==> src/rtl/pe_opsum_drain.sv <==
// Drains packed 4-lane opsum words from the PE FIFO onto a 16-bit valid/ready stream and counts p*n*F psums.
// Optional build macro PSUM_RELU_EN clamps negative lanes to zero on the way out.
module pe_opsum_drain #(
  parameter int DATA_WIDTH      = 16,
  parameter int DATA_WIDTH_PSUM = 64,
  parameter int F_WIDTH         = 6,
  parameter int n_WIDTH         = 3,
  parameter int p_WIDTH         = 5,
  parameter int CNT_WIDTH       = 12
) (
  input  logic                       clk,
  input  logic                       reset,
  input  logic                       enable,
  input  logic                       configure,
  input  logic [F_WIDTH-1:0]         F,
  input  logic [n_WIDTH-1:0]         n,
  input  logic [p_WIDTH-1:0]         p,
  output logic                       busy,
  output logic                       done,
  input  logic [DATA_WIDTH_PSUM-1:0] opsum,
  input  logic                       opsum_fifo_empty,
  output logic                       pop_opsum,
  output logic [DATA_WIDTH-1:0]      psum_out,
  output logic                       psum_valid,
  input  logic                       psum_ready,
  output logic                       psum_last
);

  localparam int LANES  = DATA_WIDTH_PSUM / DATA_WIDTH;
  localparam int LANE_W = (LANES > 1) ? $clog2(LANES) : 1;
  localparam int PROD_W = F_WIDTH + n_WIDTH + p_WIDTH;

  typedef enum logic [1:0] {IDLE, FETCH, EMIT, DONE} state_t;

  state_t                             state, state_next;
  logic [LANES-1:0][DATA_WIDTH-1:0]   hold;
  logic [LANE_W-1:0]                  lane;
  logic [CNT_WIDTH-1:0]               emitted, total, total_cfg;
  logic                               cfg_ok, fetch, handshake;
  logic [DATA_WIDTH-1:0]              lane_data;

  // Product formed at full width, then truncated into the counter width
  assign total_cfg = CNT_WIDTH'(PROD_W'(p) * PROD_W'(n) * PROD_W'(F));
  assign cfg_ok    = configure && (state == IDLE || state == DONE);
  assign fetch     = (state == FETCH) && enable && !opsum_fifo_empty;
  assign handshake = psum_valid && psum_ready && enable;

  always_ff @(posedge clk or posedge reset) begin
    if (reset) begin
      state   <= IDLE;
      hold    <= '0;
      lane    <= '0;
      emitted <= '0;
      total   <= '0;
    end else begin
      state <= state_next;
      if (cfg_ok) begin
        total   <= total_cfg;
        emitted <= '0;
        lane    <= '0;
      end
      if (fetch) begin
        hold <= opsum;
        lane <= '0;
      end
      if (handshake) begin
        emitted <= emitted + CNT_WIDTH'(1);
        lane    <= lane + LANE_W'(1);
      end
    end
  end

  always_comb begin
    state_next = state;
    busy       = 1'b0;
    done       = 1'b0;
    pop_opsum  = 1'b0;
    psum_valid = 1'b0;
    case (state)
      IDLE, DONE: begin
        done = (state == DONE);
        if (configure)
          state_next = (total_cfg == '0) ? DONE : FETCH;
      end
      FETCH: begin
        busy      = 1'b1;
        pop_opsum = fetch;
        if (fetch)
          state_next = EMIT;
      end
      EMIT: begin
        busy       = 1'b1;
        psum_valid = 1'b1;
        // Reaching the total wins over the word boundary; leftover lanes are dropped
        if (handshake) begin
          if (emitted + CNT_WIDTH'(1) == total)
            state_next = DONE;
          else if (lane == LANE_W'(LANES - 1))
            state_next = FETCH;
        end
      end
      default: state_next = IDLE;
    endcase
  end

  assign lane_data = hold[lane];
  assign psum_last = psum_valid && (emitted == total - CNT_WIDTH'(1));

`ifdef PSUM_RELU_EN
  assign psum_out = lane_data[DATA_WIDTH-1] ? '0 : lane_data;
`else
  assign psum_out = lane_data;
`endif

endmodule
==> config.mk <==
export PLATFORM = sky130hd
export DESIGN_NAME = pe_opsum_drain
export DESIGN_NICKNAME = d
export VERILOG_FILES = /design/src/rtl/pe_opsum_drain.sv
export SDC_FILE = /design/constraint.sdc
export NUM_CORES = 1
export LEC_CHECK = 0
export CAP_MARGIN = 25
export CORE_MARGIN = 4
export CORE_UTILIZATION = 50
export CTS_CLUSTER_DIAMETER = 120
export DETAILED_ROUTE_END_ITERATION = 16
export GPL_TIMING_DRIVEN = 0
export PLACE_DENSITY = 0.77
export SYNTH_ARGS = -nofsm -noshare
export SYNTH_HDL_FRONTEND = slang
export SYNTH_SLANG_ARGS = --single-unit
==> constraint.sdc <==
create_clock -name clk -period 3.45 [get_ports clk]
set_clock_uncertainty 0.2 [all_clocks]
set_input_delay 0.345 -clock clk [delete_from_list [all_inputs] [get_ports clk]]
set_output_delay 0.345 -clock clk [all_outputs]
set_load 0.05 [all_outputs]
# Word level (Yosys, flattened, before mapping)
# Cells that the tools add are included.
[classes]
n_eq_ne = 10
n_addsub = 3
n_reduce_logical = 15
muxes = 18
multipliers = 2
order_cmp = 1
[op_table]
columns = ["op", "n"]
rows = [
  ["binary-select mux 16 bit (select 2 bit)", 1],
  ["equality test 12 bit", 2],
  ["two-way mux 12 bit", 2],
  ["two-way mux 2 bit", 9],
  ["two-way mux 16 bit", 1],
  ["adder 12 x 1 -> 12 bit (second input constant)", 1],
  ["zero test 12 bit", 1],
  ["multiplier 8 x 6 -> 12 bit", 1],
  ["subtractor 12 x 1 -> 12 bit (second input constant)", 1],
  ["multiplier 5 x 3 -> 8 bit", 1],
  ["equality test 2 bit (second input constant)", 3],
  ["logical AND 1 bit", 6],
  ["inequality test 2 bit (second input constant)", 3],
  ["one-hot mux 2 bit (3 select lines)", 1],
  ["two-way mux 1 bit", 4],
  ["AND reduction 4 bit", 1],
  ["OR reduction 2 bit", 2],
  ["< comparator 2 x 3 -> 1 bit (second input constant)", 1],
  ["inequality test 3 bit (second input constant)", 1],
  ["nonzero test 3 bit", 1],
  ["adder 2 x 1 -> 2 bit (second input constant)", 1],
  ["equality test 2 x 1 -> 1 bit (second input constant)", 1],
  ["zero test 2 bit", 1],
  ["nonzero test 2 bit", 1],
  ["2 further kinds", 2],
]
[word_totals]
elab_cells = 57
out_inout_bits = 21
ff_bits = 92

# Longest topological paths before layout
# Gate-level depths: netlist (run 1).
[logic_depth]
word_depth = 6
depth_mapped = 24
ltp_nobuf = 23

# Worst setup path after synthesis (run 1)
# Ideal clock, no wire load.
[synth_path]
path_type = "input -> register"
start = "input port n[0]"
end = "register state[1]"
t_arrival_ps = 5684
setup_ps = 66
path_buffers = 1
cell_stages = 24
t_required_ps = 3184
path_slack_ps = -2500
path_cell_list = "clkbuf_1 > nand2_1 > fa_1 > inv_1 > ha_1 > fa_1 > nand3_1 > and3_1 > xnor2_1 > nand2_1 > fa_1 > inv_1 > fa_1 > inv_1 > fa_1 > inv_1 > ha_1 > and2_1 > o21ai_0 > nand3_1 > o211ai_1 > xnor3_1 > o41ai_1 > mux2_1"
[synth_via]
elab_chain_len = 6
[synth_lines]
columns = ["item", "line", "text"]
rows = [
  ["start: declaration", "16", "input logic [n_WIDTH-1:0] n,"],
  ["multiplier 5 x 3 -> 8 bit", "43", "assign total_cfg = CNT_WIDTH'(PROD_W'(p) * PROD_W'(n) * PROD_W'(F));"],
  ["multiplier 8 x 6 -> 12 bit", "43", ""],
  ["zero test 12 bit", "83", "state_next = (total_cfg == '0) ? DONE : FETCH;"],
  ["two-way mux 2 bit", "83", ""],
  ["two-way mux 2 bit", "82", "if (configure)"],
  ["one-hot mux 2 bit (3 select lines)", "79", "case (state)"],
  ["end signal: assignment", "56", "state <= state_next;"],
  ["end: declaration", "35", "state_t state, state_next;"],
]
# Every way passes these cells. The select of a mux whose other input is x is not followed.
# A chain may end at the register's enable or synchronous reset.

# Worst setup path after layout (run 1)
[layout_path]
start = "input port n[2]"
end = "register state[1]"
# Same word-level chain as after synthesis.

==> parameters.txt, run 1 <==
Parameter                              Value

Outcome
  Status ... finished with violations
  Violated checks ... negative setup slack

Synth
  Yosys top cell by area ... sky130_fd_sc_hd__dfrtp_1
  Top-area cell type share of the netlist area ... 0.356
  Ranking of synthesized cells by area ... sky130_fd_sc_hd__dfrtp_1 (36%), sky130_fd_sc_hd__nand2_1 (14%), sky130_fd_sc_hd__fa_1 (8.7%)
  Syn Nets ... 868
  EDFF count, synth ... 0
  Netlist area before placement ... 0.00646 mm2
  FFs w/ async S/R, synth ... 1.00
  Sequential-to-total area share from yosys stat ... 0.356
  Average cell area after synthesis ... 8.91 um2
  Synth cell types ... 56
  Most frequent cells after synthesis ... sky130_fd_sc_hd__nand2_1 (241), sky130_fd_sc_hd__dfrtp_1 (92), sky130_fd_sc_hd__inv_1 (50), sky130_fd_sc_hd__and2_1 (36), sky130_fd_sc_hd__o21ai_0 (34)
  Total of flip-flops plus latches after synthesis ... 92
  Yosys synthesis warning count ... 0
  Most common cell in the netlist ... sky130_fd_sc_hd__nand2_1
  Synthesized instance count ... 725
  Most common flop cell mapped by yosys ... sky130_fd_sc_hd__dfrtp_1

CTS
  Largest buffer count on any clock path ... 2
  TritonCTS sink count ... 92
  H-tree depth ... 3
  Clk Tree Root Cell ... sky130_fd_sc_hd__clkbuf_16
  Cts bufs inserted ... 9
  Clock insertion delay at the later pin of the skew report ... 0.35 ns
  Clock tree from TritonCTS ... yes
  Clock transition at the register clock pins on the worst setup and hold paths after CTS ... 0.07 ns

Drt
  Final ANT Viol Nets ... 0
  Vias after detailed routing ... 5,754
  Top layer in use ... met4
  Ratio of routed vias to standard cells ... 5.53
  Remaining DRCs ... 0
  DR WL met2 ... 9340 um
  Avg WL per Cell ... 17.5 um
  First-pass detailed-route iteration total ... 5
  Iteration-0 DRC Markers ... 421
  Routed WL ... 18,200 um
  Met3 Routed Length ... 862 um
  Detailed-route wire length on metal 1 ... 7430 um

Power and ir drop
  Pwr per Cell Area ... 809 mW/mm2
  Switching power ... 3.04 mW
  Part of the power in the clock network ... 0.145
  Register share of total power ... 0.261
  Net switching fraction of the power ... 0.435
  Overall power of the completed layout ... 6.98 mW
  Cell-internal power ... 3.95 mW
  Maximum vdd ir drop ... 0.551 mV
  Combinational group share of total power ... 0.594
  Leakage dissipation ... 4.09 nW

STA
  Unrepaired setup endpoints after global routing ... yes
  Final-report max-slew violation count ... 0
  Final period utilization ... 1.57
  Hold violation count in the final report ... 0
  Slew at the pin with the worst max-slew slack ... 0.684 ns
  Setup WS post-layout ... -1.97 ns
  Worst slew margin relative to its limit ... 0.544
  Setup violators final ... 10
  Highest achievable clock rate ... 0.185 GHz
  Minimum clock period after layout ... 5.42 ns

Floorplan
  Starting Density ... 0.512
  Number of top-level design ports ... 105
  Core area ... 0.0126 mm2
  Core Rows ... 41
  Die extent in y ... 122 um
  Area of the die ... 0.0148 mm2
  Die span in x ... 122 um

Worst setup path
  Arrival time of data at the critical path endpoint ... 5.50 ns
  Worst R2R End ... state[1]
  Top fanout value on the critical path ... 5
  Flop2flop setup slack ... 0.58 ns
  Type of the worst setup path ... in2reg
  Worst-case reg-to-reg path depth ... 8
  Launching point of the worst reg2reg path ... emitted[0]
  Type of element launching the critical path ... input port
  Worst setup EP type ... register
  Critical path data required time ... 3.54 ns

Placed design
  GPL Wtd Cong ... 0.858
  IO buf count ... 103
  Worst setup slack before clock tree synthesis ... -3.00 ns
  Estimated wirelength of the detail-placed design ... 13,000 um
  Placement-stage cell area ... 0.00783 mm2

Run
  Maximum Capacitance Violations ... 0

Layout
  Final instance area ... 0.00863 mm2
  Nets ... 1,006
  Share of post-route cells with drive strength above 1 ... 0.167
  Area taken by flip-flops and latches ... 0.00230 mm2
  Syn-to-layout area delta ... 33.6%
  Footprint of the multi-input gates ... 0.00421 mm2
  Antenna diodes ... 0
  Number of fillers in the final layout ... 991
  Layout Utilization ... 0.684

Global routing
  Maximum number of pins on one net before global-route repair ... 49
  Vias in the first global route ... 5,971
  Overall global routing resource usage ... 0.244
  Initial antenna violation count ... 0
  Global-route wire length before repair ... 28,700 um
  Overall overflow remaining after global route ... 0

Min path
  Worst hold path class ... in2async
## power groups by stage
stage          Clock [mW]  Combinational (mW)  Sequential, mW
2_1_floorplan           0                2.49            1.73
3_3_place_gp            0                3.26            1.79
3_5_place_dp            0                3.38            1.82
4_1_cts              1.02                3.94            1.81
5_1_grt              1.06                4.47            1.87
6_report             1.01                4.15            1.82
## through the flow
stage	instances	hold slack [ns]	TNS [ns]
after CTS	1040	0.252	-11.71
after floorplan	725	0.240	-12.89
after global placement	1000	0.252	-84.75
after detailed placement	1001	0.259	-22.47
final	1040	0.228	-12.13
after global routing	1040	0.288	-13.59
## layout by cell type (no fill, tap or decap), drive strengths merged, types with 3 or more instances in the layout
cell	netlist	routed
nor4	4	4
a21oi	9	9
mux4	16	16
mux2	6	6
nand4b	3	3
and3	15	15
a31oi	6	6
fa	28	28
xor2	11	11
clkbuf	22	33
dfrtp	92	92
and4	3	3
nor2	21	21
a211o	3	3
ha	31	31
nand3	16	16
o41ai	4	4
buf	10	40
nand2	241	241
clkdlybuf4s50	0	94
xnor2	21	21
nand4	3	3
nor3	8	8
nor2b	3	3
and2	36	36
o21ai	34	34
inv	50	51
mux2i	4	4
## worst max path at each step
| stage | start | to | slack (ns) | cells after the start |
|---|---|---|---|---|
| 2_1_floorplan | n[0] | state[1] | -1.95 | 22 |
| 3_3_place_gp | p[0] | state[1] | -2.86 | 21 |
| 3_5_place_dp | n[2] | state[1] | -3.00 | 23 |
| 4_1_cts | n[2] | state[1] | -1.92 | 23 |
| 5_1_grt | n[2] | state[1] | -2.09 | 22 |
| 6_report | n[2] | state[1] | -1.97 | 22 |
## state kept, by name (all words and copies together), names as in the netlist
| signal | flops |
|---|---|
| emitted | 12 |
| hold | 64 |
| lane | 2 |
| state | 2 |
| total | 12 |
## final cells by class
cell class              count  area share
well taps                 172      0.0249
clock buffers              11      0.0281
flip-flops and latches     92       0.267
plain buffers              32      0.0193
repair buffers            127       0.144
inverters                  50      0.0220
multi-input cells         551       0.488
clock inverters             5     0.00696
## cells by family (layout without fill, tap and decap cells)
kind of cell / count (synthesis) / after routing / share of synthesized area
flip-flops: 92 / 92 / 0.356
AO/OA/AOI/OAI: 70 / 70 / 0.0657
XOR/XNOR: 33 / 33 / 0.0469
multiplexers: 26 / 26 / 0.0725
buffers and inverters: 82 / 225 / 0.0509
AND/OR/NAND/NOR: 363 / 363 / 0.261
adder cells (fa/ha/maj): 59 / 59 / 0.147
## worst max-delay path: stages
cell and delay, ns:
sky130_fd_sc_hd__buf_8 0.08, sky130_fd_sc_hd__nand2_4 0.04, sky130_fd_sc_hd__fa_1 0.54, sky130_fd_sc_hd__inv_2 0.05, sky130_fd_sc_hd__ha_4 0.16, sky130_fd_sc_hd__fa_2 0.37
sky130_fd_sc_hd__nand3_2 0.09, sky130_fd_sc_hd__and3_4 0.22, sky130_fd_sc_hd__xnor2_4 0.09, sky130_fd_sc_hd__and2_4 0.16, sky130_fd_sc_hd__fa_1 0.49, sky130_fd_sc_hd__fa_1 0.51
sky130_fd_sc_hd__inv_1 0.05, sky130_fd_sc_hd__fa_1 0.48, sky130_fd_sc_hd__inv_2 0.04, sky130_fd_sc_hd__ha_4 0.22, sky130_fd_sc_hd__and3_4 0.17, sky130_fd_sc_hd__a211o_1 0.32
sky130_fd_sc_hd__o41ai_4 0.34, sky130_fd_sc_hd__xnor2_2 0.18, sky130_fd_sc_hd__o41ai_2 0.34, sky130_fd_sc_hd__mux2_4 0.20
## layer usage
| metal | vias up | global-route usage |
|---|---|---|
| li1 | 2656 | - |
| met1 | 2836 | 0.309 |
| met2 | 207 | 0.419 |
| met3 | 55 | 0.0446 |
| met4 | 0 | 0.0917 |
| met5 | - | 0 |
## timing repair
action / CTS / global route
endpoints found under the setup margin: 21 / 11
setup buffers: 23 / 1
pin swaps: 42 / 15
resized for setup: 92 / 13
hold endpoints to repair: 0 / 0
hold buffers: 0 / 0
Power figures use the tool's default switching activity.
==> run 2: changes to the inputs <==
PLACE_DENSITY = 0.8   (was 0.77)
==> parameters.txt, run 2 (synthesized netlist as in run 1, its figures left out) <==
Parameter                              Value

Layout
  Nets ... 1,007 (+0.099%)
  Max reg flops ... 64 (unchanged)
  Top flop regs ... hold x64, emitted x12, total x12
  Area taken by flip-flops and latches ... 0.00230 mm2 (unchanged)
  Layout Utilization ... 0.687 (+0.00307)
  Most common cell after layout, fill and taps aside ... sky130_fd_sc_hd__nand2_1
  Syn-to-layout area delta ... 34.2%
  Antenna diodes ... 0 (unchanged)
  Register ranked first by flip-flop count ... hold
  Number of fillers in the final layout ... 954 (-3.7%)
  Commonest cells after routing, fill and taps aside ... sky130_fd_sc_hd__nand2_1 (233), sky130_fd_sc_hd__clkdlybuf4s50_1 (94), sky130_fd_sc_hd__dfrtp_1 (92)
  Footprint of the multi-input gates ... 0.00427 mm2 (+1.3%)
  Share of post-route cells with drive strength above 1 ... 0.173 (+0.00596)

Floorplan
  Starting Density ... 0.512 (unchanged)
  Core area ... 0.0126 mm2 (unchanged)
  Area of the die ... 0.0148 mm2 (unchanged)
  Die span in x ... 122 um (unchanged)
  Number of top-level design ports ... 105 (unchanged)
  Core Rows ... 41 (unchanged)
  Die extent in y ... 122 um (unchanged)

Power and ir drop
  Maximum vdd ir drop ... 0.383 mV (-31%)
  Pwr per Cell Area ... 795 mW/mm2 (-1.8%)
  Leakage dissipation ... 4.10 nW (+0.39%)
  Overall power of the completed layout ... 6.89 mW (-1.3%)

Worst setup path
  Critical Path, Cell by Cell ... buf_12 -> nand2_4 -> fa_1 -> inv_2 -> ha_4 -> fa_2 -> nand3_2 -> and3_4 -> xnor2_4 -> buf_4 -> and2_4 -> fa_1 -> fa_1 -> inv_1 -> fa_1 -> inv_2 -> ha_4 -> or3_1 -> o211ai_1 -> xnor3_2 -> o41ai_4 -> mux2_4
  Type of element launching the critical path ... input port
  Worst setup EP type ... register
  Arrival time of data at the critical path endpoint ... 5.49 ns (about the same)
  Critical path data required time ... 3.54 ns (about the same)
  Longest individual stage delay on the worst path ... 0.56 ns (+0.02 ns)
  Type of the worst setup path ... in2reg
  Top fanout value on the critical path ... 4 (-1)
  Worst path most repeated cell ... sky130_fd_sc_hd__fa_1
  Slowest stage cell, crit path ... sky130_fd_sc_hd__fa_1

Global routing
  Met1 layer usage reported by global route ... 0.316 (+0.00685)
  Overall overflow remaining after global route ... 0 (unchanged)
  Met3 global-route usage ... 0.0418 (-0.00279)
  Met2 GRT Util ... 0.408 (-0.0114)
  Overall global routing resource usage ... 0.242 (-0.00231)
  Busiest metal layer after global routing ... met2
  Vias in the first global route ... 5,840 (-2.2%)
  Maximum number of pins on one net before global-route repair ... 53 (+8.2%)
  Initial antenna violation count ... 0 (unchanged)
  Global-route wire length before repair ... 28,500 um (-0.65%)

Run
  Maximum Capacitance Violations ... 0 (unchanged)

Min path
  Worst hold path class ... in2async

STA
  Final-report max-slew violation count ... 0 (unchanged)
  Unrepaired setup endpoints after global routing ... yes
  Slew at the pin with the worst max-slew slack ... 0.637 ns (-0.0472 ns)
  Setup WS post-layout ... -1.95 ns (+0.0158 ns)
  Setup violators final ... 9 (-1)
  Minimum clock period after layout ... 5.40 ns (-0.0158 ns)
  Highest achievable clock rate ... 0.185 GHz (+0.29%)
  Hold violation count in the final report ... 0 (unchanged)
  Worst slew margin relative to its limit ... 0.575 (+0.0315)
  Final period utilization ... 1.57 (-0.00458)

Placed design
  Estimated wirelength of the detail-placed design ... 12,500 um (-3.9%)
  IO buf count ... 103 (unchanged)
  GPL Wtd Cong ... 0.884 (+3.0%)

Drt
  Avg WL per Cell ... 16.5 um (-5.3%)
  Vias after detailed routing ... 5,613 (-2.5%)
  Iteration-0 DRC Markers ... 349 (-17%)
  Ratio of routed vias to standard cells ... 5.40 (-2.4%)
  Routed WL ... 17,200 um (-5.3%)
  First-pass detailed-route iteration total ... 5 (unchanged)
  Remaining DRCs ... 0 (unchanged)
  Final ANT Viol Nets ... 0 (unchanged)

CTS
  Clock insertion delay at the later pin of the skew report ... 0.34 ns (about the same)
  Clock transition at the register clock pins on the worst setup and hold paths after CTS ... 0.07 ns (about the same)
  Cts bufs inserted ... 9 (unchanged)
  Clk Tree Root Cell ... sky130_fd_sc_hd__clkbuf_16
  Largest buffer count on any clock path ... 2 (unchanged)
  TritonCTS sink count ... 92 (unchanged)
  Clock tree from TritonCTS ... yes
  H-tree depth ... 3 (unchanged)

Outcome
  Status ... finished with violations
  Violated checks ... negative setup slack
[run 2: per-layer routing]
metal | routed length (um) | share of wire | up-vias
met5 | 0 | 0 | -
li1 | - | - | 2657
met1 | 7030 | 0.41 | 2727
met4 | 424 | 0.025 | 0
met2 | 8760 | 0.51 | 190
met3 | 973 | 0.057 | 39
[run 2: worst paths after layout]
path	startpoint	endpoint	slack [ns]	cells past startpoint
worst min-delay path	reset	emitted[7]	0.21	2
min in group clk	hold[55]	hold[55]	0.27	2
worst min register to register	hold[55]	hold[55]	0.27	2
max in group asynchronous	reset	hold[33]	2.20	3
worst max register to register	emitted[0]	state[1]	0.67	8
worst max-delay path	p[0]	state[1]	-1.95	22
[run 2: layout make-up]
cell class,instances,area share
multi-input cells,551,0.492
flip-flops and latches,92,0.266
repair buffers,128,0.145
clock buffers,9,0.0260
well taps,172,0.0248
inverters,50,0.0219
plain buffers,32,0.0192
clock inverters,5,0.00462
[run 2: what timing repair did]
action / CTS / global route
gates resized for setup: 93 / 21
pin swaps: 39 / 18
hold buffers: 0 / 0
buffers inserted: 18 / 7
endpoints found under the setup margin: 20 / 11
[run 2: critical path, delay by kind of cell]
kind | cells | cell delay [ns]
multiplexers | 1 | 0.20
XOR/XNOR | 2 | 0.42
AND/OR/NAND/NOR | 5 | 0.82
AO/OA/AOI/OAI | 2 | 0.53
adder cells (fa/ha/maj) | 7 | 2.79
buffers and inverters | 5 | 0.39
[run 2: through the flow]
stage | setup TNS [ns] | cell area (um2) | setup WS [ns] | std cells | hold slack [ns]
floorplan | -12.89 | 6560 | -1.95 | 725 | 0.240
global placement | -108.64 | 7810 | -3.07 | 1000 | 0.253
detailed placement | -23.42 | 7840 | -3.22 | 1001 | 0.257
CTS | -11.62 | 8540 | -1.96 | 1033 | 0.227
global route | -13.43 | 8670 | -2.08 | 1039 | 0.264
finish | -12.03 | 8670 | -1.95 | 1039 | 0.214
[run 2: where the power goes]
group | internal [mW] | total [mW] | switching, mW
Combinational | 1.90 | 4.17 | 2.27
Clock | 0.484 | 0.903 | 0.419
Sequential | 1.52 | 1.82 | 0.298
Total | 3.90 | 6.89 | 2.99
==> patch (settings of run 1) <==
Build with the macro `PSUM_RELU_EN` defined.
--- a/src/rtl/pe_opsum_drain.sv
+++ b/src/rtl/pe_opsum_drain.sv
@@ -2,2 +2,4 @@
 // Optional build macro PSUM_RELU_EN clamps negative lanes to zero on the way out.
+`define PSUM_RELU_EN
+
 module pe_opsum_drain #(
Function: changed (Yosys sat finds a counterexample within 4 cycles, from zero or initial values and one cycle with reset high).
==> patch against run 1 <==
  * The run still ends with setup timing left
  * Total power rose by 2.1%
  * Area after synthesis rose by 1.3%
  * Maximum frequency rose by 1.9%
  * Setup slack better by 0.099 ns
  * Sequential power up 4%
  * Sequential cell count did not move
  * First-iteration DRC count is 4.8% higher
  * Routed wire length fell by 1.9%
  * Largest cell class unchanged
  * Design area up 1.2%
==> patch: results (changes against run 1) <==
** Place
- The count of buffers from port buffering came to 102 (-0.97%).
- Final Wtd Congestion :: 0.8734 (+1.8%)
- HPWL Detailed :: 13.13 mm (+0.94%)
- The pre-CTS setup slack is -3.033 ns (-0.03815 ns).

** Power and ir drop
- The internal cell power was 3.980 mW (+0.88%).
- The part of the total power dissipated in combinational logic came to 60.2% (+0.8 points).
- Part of the power in registers :: 26.5% (+0.4 points)
- The leakage power figure was 4.137 nW (+1.3%).
- The worst IR drop on VDD is 344.5 uV (-37%).

** Setup path
- End of the critical path :: state[1]
- Data arrival time of the worst path :: 5.40 ns (-0.10 ns)
- FF-to-FF setup slack :: 0.71 ns (+0.13 ns)

** Synth
- The net count of the mapped netlist is 885 (+2.0%).
- The synthesized netlist cell count is 742 (+2.3%).
- Share of synthesized cell area in full adder, half adder and majority cells :: 14.50% (-0.19 points)
- Fraction of the yosys area taken by sequential cells :: 35.19% (-0.46 points)
- After synthesis, the cell types taking the most area are sky130_fd_sc_hd__dfrtp_1, sky130_fd_sc_hd__nand2_1, sky130_fd_sc_hd__fa_1, sky130_fd_sc_hd__ha_1, sky130_fd_sc_hd__mux4_2.
- The number of distinct library cells after synthesis came to 55 (-1.8%).
- Sorting the synthesized cells by how often they occur yields sky130_fd_sc_hd__nand2_1, sky130_fd_sc_hd__dfrtp_1, sky130_fd_sc_hd__inv_1.
- The fraction of synthesized area in multiplexers was 6.846% (-0.40 points).
- Fraction of the mapped netlist area in compound gates :: 7.210% (+0.64 points)

** Cells and area
- The layout net count was 1022 (+1.6%).
- The area growth from synthesis to final layout came to 33.54% (about the same).
- The filler cell count in the final layout was 1012 (+2.1%).
- The fraction of layout cells with a size suffix above 1 was 17.31% (+0.60 points).

** CTS
- The number of buffers inserted during clock tree synthesis was 9 (unchanged).
- Clk Tree Root Cell :: sky130_fd_sc_hd__clkbuf_16

** Global routing
- The met2 routing resource usage after global routing came to 42.01% (+0.079 points).
- The total routing resource utilization after global routing came to 23.97% (-0.47 points).
- Grt met3 use :: 4.378% (-0.079 points)
- The initial antenna violation count is 0 (unchanged).
- Vias in the first global route :: 5770 (-3.4%)
- The first-pass GRT wire length is 28.25 mm (-1.4%).
- The met1 track demand over resource in global routing came to 30.67% (-0.26 points).

** Route
- Routed length on met1 :: 7.318 mm (-1.5%)
- The per-cell routed wire length came to 16.86 um (-3.4%).
- Routed wire length :: 17.80 mm (-1.9%)
- Number of search-and-repair iterations in the first detailed-routing pass :: 5 (unchanged)
- Via-per-instance ratio :: 5.431 (-1.8%)
- Met2 wire len :: 9.246 mm (-0.97%)
- The total met3 wirelength after detailed routing came to 924 um (+7.2%).
- The iteration-0 DRC count of the detailed router came to 441 (+4.8%).

** Timing
- The worst max-slew margin expressed relative to the limit came to 55.39% (+1.0 points).
- The post-layout worst setup margin is -1.866 ns (+0.09943 ns).
- Final setup violation count :: 9 (-1)

** Run status
- The flow ran to the end, but the final reports show violations.
- The final reports fail on setup timing.
-- patch: cell types whose count changed after synthesis, moves of 3 or more --
cell,before,now
sky130_fd_sc_hd__nor2_1,19,14
sky130_fd_sc_hd__nand4_1,2,5
sky130_fd_sc_hd__nand3_1,14,17
sky130_fd_sc_hd__a31oi_1,6,3
sky130_fd_sc_hd__nor2b_1,3,19
sky130_fd_sc_hd__and3_1,14,10
-- patch: stage by stage --
| stage | instance area, um2 | utilization (%) | power [mW] | TNS [ns] | hold slack (ns) |
|---|---|---|---|---|---|
| after detailed placement | 8000 | 62.88 | 5.547 | -22.08 | 0.2566 |
| after floorplan | 6734 | - | 4.489 | -11.69 | 0.2403 |
| after global placement | 7970 | 62.65 | 5.372 | -94.65 | 0.2529 |
| after CTS | 8564 | 67.32 | 6.853 | -11.90 | 0.2117 |
| after global routing | 8737 | 68.68 | 7.632 | -12.66 | 0.2380 |
| final | 8737 | 68.68 | 7.128 | -11.45 | 0.1859 |
-- patch: worst min path at each step --
stage / end / slack (ns)
final: emitted[10] / 0.19
after global routing: emitted[10] / 0.24
after CTS: emitted[10] / 0.21
after detailed placement: hold[45] / 0.26
after global placement: hold[40] / 0.25
after floorplan: hold[16] / 0.24
-- patch: repair_timing --
item / in CTS / in global routing
gates cloned: 0 / 0
pin swaps: 30 / 36
endpoints found under the setup margin: 23 / 12
setup buffers: 13 / 10
gates resized for setup: 84 / 29
hold endpoints to repair: 0 / 0
-- patch: layout make-up --
type                            instances  share of cell area (%)
Clock buffer                           11                   2.778
Multi-Input combinational cell        562                   49.51
Sequential cell                        92                   26.35
Clock inverter                          5                  0.4869
Tap cell                              172                   2.463
Buffer                                 36                   2.091
Timing Repair Buffer                  126                   14.06
Inverter                               52                   2.263
